File: src/rtl/snake_body_engine.sv
// Snake movement, segment storage, collision and occupancy query.
// Define SNAKE_WRAP_EN to make grid edges wrap instead of ending the game.
module snake_body_engine #(
  parameter int GRID_W      = 32,
  parameter int GRID_H      = 24,
  parameter int XW          = 5,
  parameter int YW          = 5,
  parameter int MAX_LEN     = 16,
  parameter int LW          = 5,
  parameter int TICK_CYCLES = 25_000_000
) (
  input  logic          clk,
  input  logic          rst,
  input  logic [1:0]    direction,
  input  logic          grow,
  input  logic [XW-1:0] cell_x,
  input  logic [YW-1:0] cell_y,
  output logic          cell_body,
  output logic          cell_head,
  output logic [XW-1:0] head_x,
  output logic [YW-1:0] head_y,
  output logic [LW-1:0] length,
  output logic          step,
  output logic          game_over
);

`ifdef SNAKE_WRAP_EN
  localparam bit WRAP = 1'b1;
`else
  localparam bit WRAP = 1'b0;
`endif

  localparam int CW = $clog2(TICK_CYCLES);

  typedef enum logic {RUN, OVER} state_t;

  state_t        state, state_nx;
  logic [CW-1:0] cnt;
  logic [XW-1:0] seg_x [MAX_LEN];
  logic [YW-1:0] seg_y [MAX_LEN];
  logic [1:0]    heading, hd_nx;
  logic          grow_pending, grow_eff, tick;
  logic          wall, self_hit, collide;
  logic [XW-1:0] nx;
  logic [YW-1:0] ny;
  logic [LW-1:0] lim;
  logic          q_body, q_head;

  assign tick     = (state == RUN) && (cnt == CW'(TICK_CYCLES - 1));
  assign grow_eff = grow_pending | grow;
  // A reversal would fold the head straight into seg1
  assign hd_nx    = ((direction ^ heading) == 2'b10) ? heading : direction;
  assign head_x   = seg_x[0];
  assign head_y   = seg_y[0];

  always_comb begin
    nx   = seg_x[0];
    ny   = seg_y[0];
    wall = 1'b0;
    unique case (hd_nx)
      2'b00:
        if (seg_y[0] == '0) begin
          wall = !WRAP;
          ny   = YW'(GRID_H - 1);
        end else ny = seg_y[0] - 1'b1;
      2'b01:
        if (seg_x[0] == XW'(GRID_W - 1)) begin
          wall = !WRAP;
          nx   = '0;
        end else nx = seg_x[0] + 1'b1;
      2'b10:
        if (seg_y[0] == YW'(GRID_H - 1)) begin
          wall = !WRAP;
          ny   = '0;
        end else ny = seg_y[0] + 1'b1;
      2'b11:
        if (seg_x[0] == '0) begin
          wall = !WRAP;
          nx   = XW'(GRID_W - 1);
        end else nx = seg_x[0] - 1'b1;
    endcase
  end

  // Without growth the tail cell is vacated by this same move
  always_comb begin
    lim      = grow_eff ? length : length - 1'b1;
    self_hit = 1'b0;
    for (int i = 0; i < MAX_LEN; i++)
      if (LW'(i) < lim && seg_x[i] == nx && seg_y[i] == ny)
        self_hit = 1'b1;
  end

  assign collide = wall | self_hit;

  always_comb begin
    q_body = 1'b0;
    for (int i = 0; i < MAX_LEN; i++)
      if (LW'(i) < length && seg_x[i] == cell_x && seg_y[i] == cell_y)
        q_body = 1'b1;
    q_head = (seg_x[0] == cell_x) && (seg_y[0] == cell_y);
  end

  always_ff @(posedge clk) begin
    if (rst) state <= RUN;
    else     state <= state_nx;
  end

  always_comb begin
    state_nx = state;
    if (state == RUN && tick && collide) state_nx = OVER;
  end

  always_comb begin
    game_over = (state == OVER);
  end

  always_ff @(posedge clk) begin
    if (rst) begin
      cnt          <= '0;
      heading      <= 2'b00;
      grow_pending <= 1'b0;
      step         <= 1'b0;
      length       <= LW'(3);
      for (int i = 0; i < MAX_LEN; i++) begin
        seg_x[i] <= XW'(GRID_W / 2);
        seg_y[i] <= (i < 3) ? YW'(GRID_H / 2 + i) : '0;
      end
    end else begin
      step <= 1'b0;
      if (state == RUN) begin
        cnt <= tick ? '0 : cnt + 1'b1;
        if (grow) grow_pending <= 1'b1;
        if (tick && !collide) begin
          for (int i = 1; i < MAX_LEN; i++) begin
            seg_x[i] <= seg_x[i-1];
            seg_y[i] <= seg_y[i-1];
          end
          seg_x[0]     <= nx;
          seg_y[0]     <= ny;
          heading      <= hd_nx;
          step         <= 1'b1;
          grow_pending <= 1'b0;
          if (grow_eff && length < LW'(MAX_LEN))
            length <= length + 1'b1;
        end
      end
    end
  end

  always_ff @(posedge clk) begin
    if (rst) begin
      cell_body <= 1'b0;
      cell_head <= 1'b0;
    end else begin
      cell_body <= q_body;
      cell_head <= q_head;
    end
  end

endmodule

File: config.mk
export PLATFORM = sky130hd
export DESIGN_NAME = snake_body_engine
export DESIGN_NICKNAME = d
export VERILOG_FILES = /design/src/rtl/snake_body_engine.sv
export SDC_FILE = /design/constraint.sdc
export NUM_CORES = 1
export LEC_CHECK = 0
export CORE_MARGIN = 10
export CORE_UTILIZATION = 50
export CTS_CLUSTER_SIZE = 20
export DETAILED_ROUTE_END_ITERATION = 7
export PLACE_DENSITY_LB_ADDON = 0.3
export SKIP_LAST_GASP = 1
export SYNTH_ARGS = -nofsm -noshare
export SYNTH_HDL_FRONTEND = slang
export SYNTH_SLANG_ARGS = --single-unit
File: constraint.sdc
create_clock -name clk -period 12.9 [get_ports clk]
set_input_delay 1.29 -clock clk [delete_from_list [all_inputs] [get_ports clk]]
set_output_delay 1.29 -clock clk [all_outputs]
set_load 0.05 [all_outputs]
[Yosys cells after proc, flatten, opt, wreduce, memory -nomap -nowiden]
Memories as Yosys holds them, arrays and structs flattened.
Cells that the tools add are included.
Widths: inputs -> output; s select.
Storage, ports and cells
  bits in registers: 37
  bits in latches: 0
  memory bits (writable): 160
  memory bits (read-only): 0
  output and inout bits: 19
  logic and storage cells: 321
  memories kept: 2
Memories
  seg_x: depth 16, width 5, read ports 16, clocked after memory_dff 0, wr ports 16, line 39  | logic [XW-1:0] seg_x [MAX_LEN];
  seg_y: depth 16, width 5, read ports 16, clocked after memory_dff 0, wr ports 16, line 40  | logic [YW-1:0] seg_y [MAX_LEN];
Operators by class
  $add $sub $neg: 7
  multipliers: 0
  divide/modulo/power cells: 0
  $lt $le $gt $ge: 33
  eq/ne operators: 71
  shifts and indexed selects: 0
  mux-type cells: 86
  bitwise logic cells: 36
  reduce and logical (&&, ||, !) cells: 78
Operator list (number)
  $eq 5x5->1: 64
  $mux 5: 37
  $lt 4x5->1 const A: 16
  $logic_and 1x1->1: 70
  $mux 1: 44
  $lt 3x5->1 const A: 8
  $or 1x1->1: 34
  $add 25x1->25 const B: 1
  $eq 25x25->1 const B: 1
  $mux 25: 1
  $lt 1x5->1 const A: 4
  $lt 2x5->1 const A: 4
  $pmux 5 s2: 2
  $add 5x1->5 const B: 3
  $sub 5x1->5 const B: 3
  $eq 5x5->1 const B: 2
  $logic_not 5->1: 2
  $eq 2x2->1 const B: 3
  $lt 5x5->1 const B: 1
  $pmux 1 s4: 1
  $reduce_and 2->1: 2
  $reduce_and 3->1: 1
  $eq 2x1->1 const B: 1
  $logic_not 2->1: 1
  5 further kinds: 5

[Logic depth before layout (Yosys ltp)]
  word-level depth: 32
  depth in mapped cells: 19
  mapped depth without buffers: 13

[Worst setup path after synthesis]
Ideal clock, no wire load.
  path type: register -> register
  start: memory seg_x[0][1]
  end: memory seg_x[0][0] (enable)
  library setup time: 699 ps
  data arrival time: 10644 ps
  slack: 1557 ps
  cell stages (with the launch flop): 15
  buffers on the path: 3
  period minus slack after synthesis: 11343 ps
  cells stage by stage: edfxtp_1 > buf_2 > buf_1 > inv_1 > ha_1 > nor2b_1 > o311a_1 > a22oi_2 > mux2_2 > nand3_1 > nor4_1 > a311oi_1 > nand4_1 > buf_6 > o21ai_0
RTL lines (line)
  start: declaration: 39

==> out/qor.log <==
[status] outcome completed
[routing] DRT Wirelength 69300 um
[power_and_ir_drop] Static Leak 0.00552 uW
[floorplan] effective utilization at floorplan 0.503
[floorplan] die footprint 39100 um2
[layout] number of nets in the layout 1776
[timing] top achievable clock speed 137 MHz
[layout] # fillers 2910
[timing] setup repair after global routing missed its margin false
[global_routing] first-pass GRT wire length 100000 um
[yosys] Synth cell types 110
[setup_path] count of cell instances traversed by the critical path 14
[yosys] cell with the most instances after synthesis sky130_fd_sc_hd__xnor2_1
[setup_path] Arr. time, crit path 7410 ps
[cts] CTS clock-pin slew for the worst setup and hold paths 80 ps
[run] number of maximum-capacitance constraint violations 0
[routing] via density per instance 7.13
[yosys] part of the Yosys area used for sequential elements 0.313
[yosys] list of most frequent post-synthesis cells sky130_fd_sc_hd__xnor2_1 (157), sky130_fd_sc_hd__xor2_1 (132), sky130_fd_sc_hd__nand2_1 (108)
[routing] DRT iter0 DRCs 2665
[cts] worst-case clock buffer depth 2
[layout] FF/Latch Area 4940 um2
[place] count of buffers from port buffering 33
[floorplan] die outline height 198 um
[routing] total number of vias 15466
[hold_path] capture endpoint of the worst hold path cnt[22]$_SDFFE_PP0N_
[place] final weighted congestion of routability-driven global placement 1.09
[cts] Resize count post-CTS 0
[timing] post-route fraction of the period consumed by the critical path 0.568
[timing] Tightest Pin Transition 1370 ps
[power_and_ir_drop] Cell Pwr Density 90.8 nW/um2
[layout] Area growth, synth to finish 5.90%
[setup_path] required time of the critical path 12990 ps
[timing] time the final worst path needs with I/O delays and setup 7320 ps
[cts] clock sinks 197
[setup_path] cell mode on critical path sky130_fd_sc_hd__buf_4
[timing] Max-slew headroom 0.0883
[yosys] number of storage elements in the synthesis netlist 197
[cts] number of buffers inserted during clock tree synthesis 17
[global_routing] initial antenna violation count 4
[routing] drt first pass iters 8
[setup_path] critical path class register to register
[routing] Post-route DRC 0
[timing] setup clock skew after layout 16.2 ps
[timing] final-report max-slew violation count 0
[timing] post-layout worst setup margin 5580 ps
[yosys] primary flip-flop cell chosen by synthesis mapping sky130_fd_sc_hd__edfxtp_1
[layout] share of layout cells above drive strength 1 0.0765
[setup_path] maximum fanout along the worst path 74
[global_routing] total routing usage reported by global routing 0.350
[setup_path] crit-path cells ha_1 -> and3_1 -> ha_1 -> buf_4 -> nor2_1 -> mux2_2 -> a221oi_1 -> a221oi_1 -> o21ai_0 -> o211ai_1 -> nand4b_1 -> buf_4 -> o21ai_4 -> buf_4
[yosys] async set-or-reset flop fraction in the synthesized netlist 0
[yosys] post-synthesis net count 1853
[cts] CTS tree yes
[global_routing] maximum number of pins on one net before global-route repair 84
[yosys] cell accounting for the most synthesized area sky130_fd_sc_hd__edfxtp_1
[setup_path] critical path launch point type register
[cts] number of levels in the clock H-tree 4
[setup_path] endpoint class of the critical path register
[setup_path] endpoint of the lowest-slack register-to-register path seg_x[6][1]$_SDFFCE_PN0P_
[yosys] mean instance size in the synthesized netlist 8.63 um2
[setup_path] buffer and inverter count on the worst path 3
[power_and_ir_drop] worst voltage drop across the vdd grid 99.8 uV
[floorplan] Die Span X 198 um
[yosys] synthesized instance count 1829
[floorplan] floorplan row count 65
[setup_path] Max stage delay cell, worst path sky130_fd_sc_hd__a221oi_1
[place] DP Worst Slack 5590 ps
[yosys] cell area after synthesis 15800 um2
[place] Final HPWL DP 50000 um
[setup_path] family with the most delay on the worst path compound AO/OA/AOI/OAI gates
[routing] mean routed wirelength per cell 31.9 um
[cts] clock latency on the worst-skew pair 480 ps
[timing] Post-Route Setup TNS 0 ps
[yosys] area fraction of the dominant cell type after synthesis 0.190
[timing] Hold Fails Final Rpt 0
[yosys] cell types occupying the most area after synthesis sky130_fd_sc_hd__edfxtp_1 (19%), sky130_fd_sc_hd__dfxtp_1 (12%), sky130_fd_sc_hd__xnor2_1 (8.7%), sky130_fd_sc_hd__xor2_1 (7.3%), sky130_fd_sc_hd__a21oi_1 (3.2%)
[timing] setup violation total in the final timing report 0
[floorplan] area of the core region 31400 um2
[global_routing] Overflow after GRT 0
[yosys] synthesis warning total 0
[hold_path] startpoint of the most critical hold path cnt[22]$_SDFFE_PP0N_
[setup_path] logic depth of the worst register-to-register path 14
[global_routing] number of global-route vias before repair 14357
[setup_path] Largest stage delay, worst path 1150 ps
[yosys] Post-synth EDFFs 100
[setup_path] flop-to-flop setup slack 5580 ps
[setup_path] r2r startpoint seg_x[0][0]$_SDFFCE_PN0P_
[hold_path] number of cells on the worst hold path 2
[hold_path] worst min-delay path category register to register
[routing] Antenna Violating Nets Remaining 0
[floorplan] number of top-level pins 34
[layout] area occupied by multi-input gates 9910 um2
[cts] number of buffers inserted by hold repair at cts 0
[cts] buffer type at the clock tree root sky130_fd_sc_hd__clkbuf_16
[cts] Setup Buffers After CTS 0
==> flip-flops by register name, indices dropped and copies added (netlist names) <==
| signal | cells |
|---|---|
| length | 5 |
| seg_x | 80 |
| step | 1 |
| seg_y | 80 |
| grow_pending | 1 |
| cell_body | 1 |
| cell_head | 1 |
| game_over | 1 |
| cnt | 25 |
| heading | 2 |
==> metal layers <==
layer  track usage  vias to the layer above  share of wire
met5             0                        -         0.0015
met4         0.167                        4          0.053
met3         0.131                      231           0.15
met2         0.490                     1187           0.41
met1         0.464                     7479           0.39
li1              -                     6565              -
==> how the worst max path moves through the flow <==
stage / startpoint / to / slack [ps]
2_1_floorplan: seg_x[0][1]$_SDFFCE_PN0P_ / seg_x[0][0]$_SDFFCE_PN0P_ / 1560
3_3_place_gp: direction[0] / seg_x[6][2]$_SDFFCE_PN0P_ / 5630
3_5_place_dp: direction[0] / seg_x[4][1]$_SDFFCE_PN0P_ / 5590
4_1_cts: seg_x[0][0]$_SDFFCE_PN0P_ / seg_y[0][1]$_SDFFCE_PN0P_ / 5870
5_1_grt: seg_x[0][0]$_SDFFCE_PN0P_ / seg_x[4][4]$_SDFFCE_PN1P_ / 5260
6_report: seg_x[0][0]$_SDFFCE_PN0P_ / seg_x[6][1]$_SDFFCE_PN0P_ / 5580
==> metrics by stage <==
| step | utilization | cells | cell area, um2 | total power (uW) | hold WS [ps] |
|---|---|---|---|---|---|
| floorplan | - | 1829 | 15800 | 859 | 454 |
| global placement | 0.513 | 2135 | 16100 | 939 | 462 |
| detailed placement | 0.513 | 2135 | 16100 | 939 | 494 |
| CTS | 0.533 | 2167 | 16700 | 1510 | 508 |
| global route | 0.533 | 2167 | 16700 | 1550 | 543 |
| finish | 0.533 | 2169 | 16700 | 1520 | 509 |
==> worst min-delay path, cell delays in order (launching register included) <==
cell	delay, ps
sky130_fd_sc_hd__dfxtp_1	320
sky130_fd_sc_hd__o21ai_0	70
sky130_fd_sc_hd__a21oi_1	70
==> area by class of cell <==
cell class | count | share of cell area
multi-input cells | 1431 | 0.593
flip-flops and latches | 197 | 0.296
repair buffers | 75 | 0.0382
well taps | 402 | 0.0301
clock buffers | 18 | 0.0263
clock inverters | 14 | 0.0102
inverters | 30 | 0.00673
diodes | 2 | 0.000299
==> report_power, final <==
part	total [uW]	internal [uW]	switching [uW]
registers	694	666	27.3
logic	246	81.6	164
clock network	578	292	286
total	1520	1040	478
==> placed cells by master (no fill, tap or decap), types with 70 or more instances in the layout <==
| cell type | instances |
|---|---|
| sky130_fd_sc_hd__nand3_1 | 93 |
| sky130_fd_sc_hd__xor2_1 | 132 |
| sky130_fd_sc_hd__edfxtp_1 | 100 |
| sky130_fd_sc_hd__nand2_1 | 108 |
| sky130_fd_sc_hd__xnor2_1 | 157 |
| sky130_fd_sc_hd__a21oi_1 | 102 |
| sky130_fd_sc_hd__dfxtp_1 | 97 |
| sky130_fd_sc_hd__and2_1 | 70 |
| sky130_fd_sc_hd__nor2_1 | 103 |
| sky130_fd_sc_hd__o21ai_0 | 101 |
==> cells by family after synthesis <==
kind of cell,count (synthesis),synth area share
fa+ha+maj,9,0.00713
compound gates,435,0.189
buf+inv,201,0.0603
mux,31,0.0238
xor+xnor,299,0.173
simple gates,657,0.234
flops,197,0.313
(Power assumes the default switching activity.)
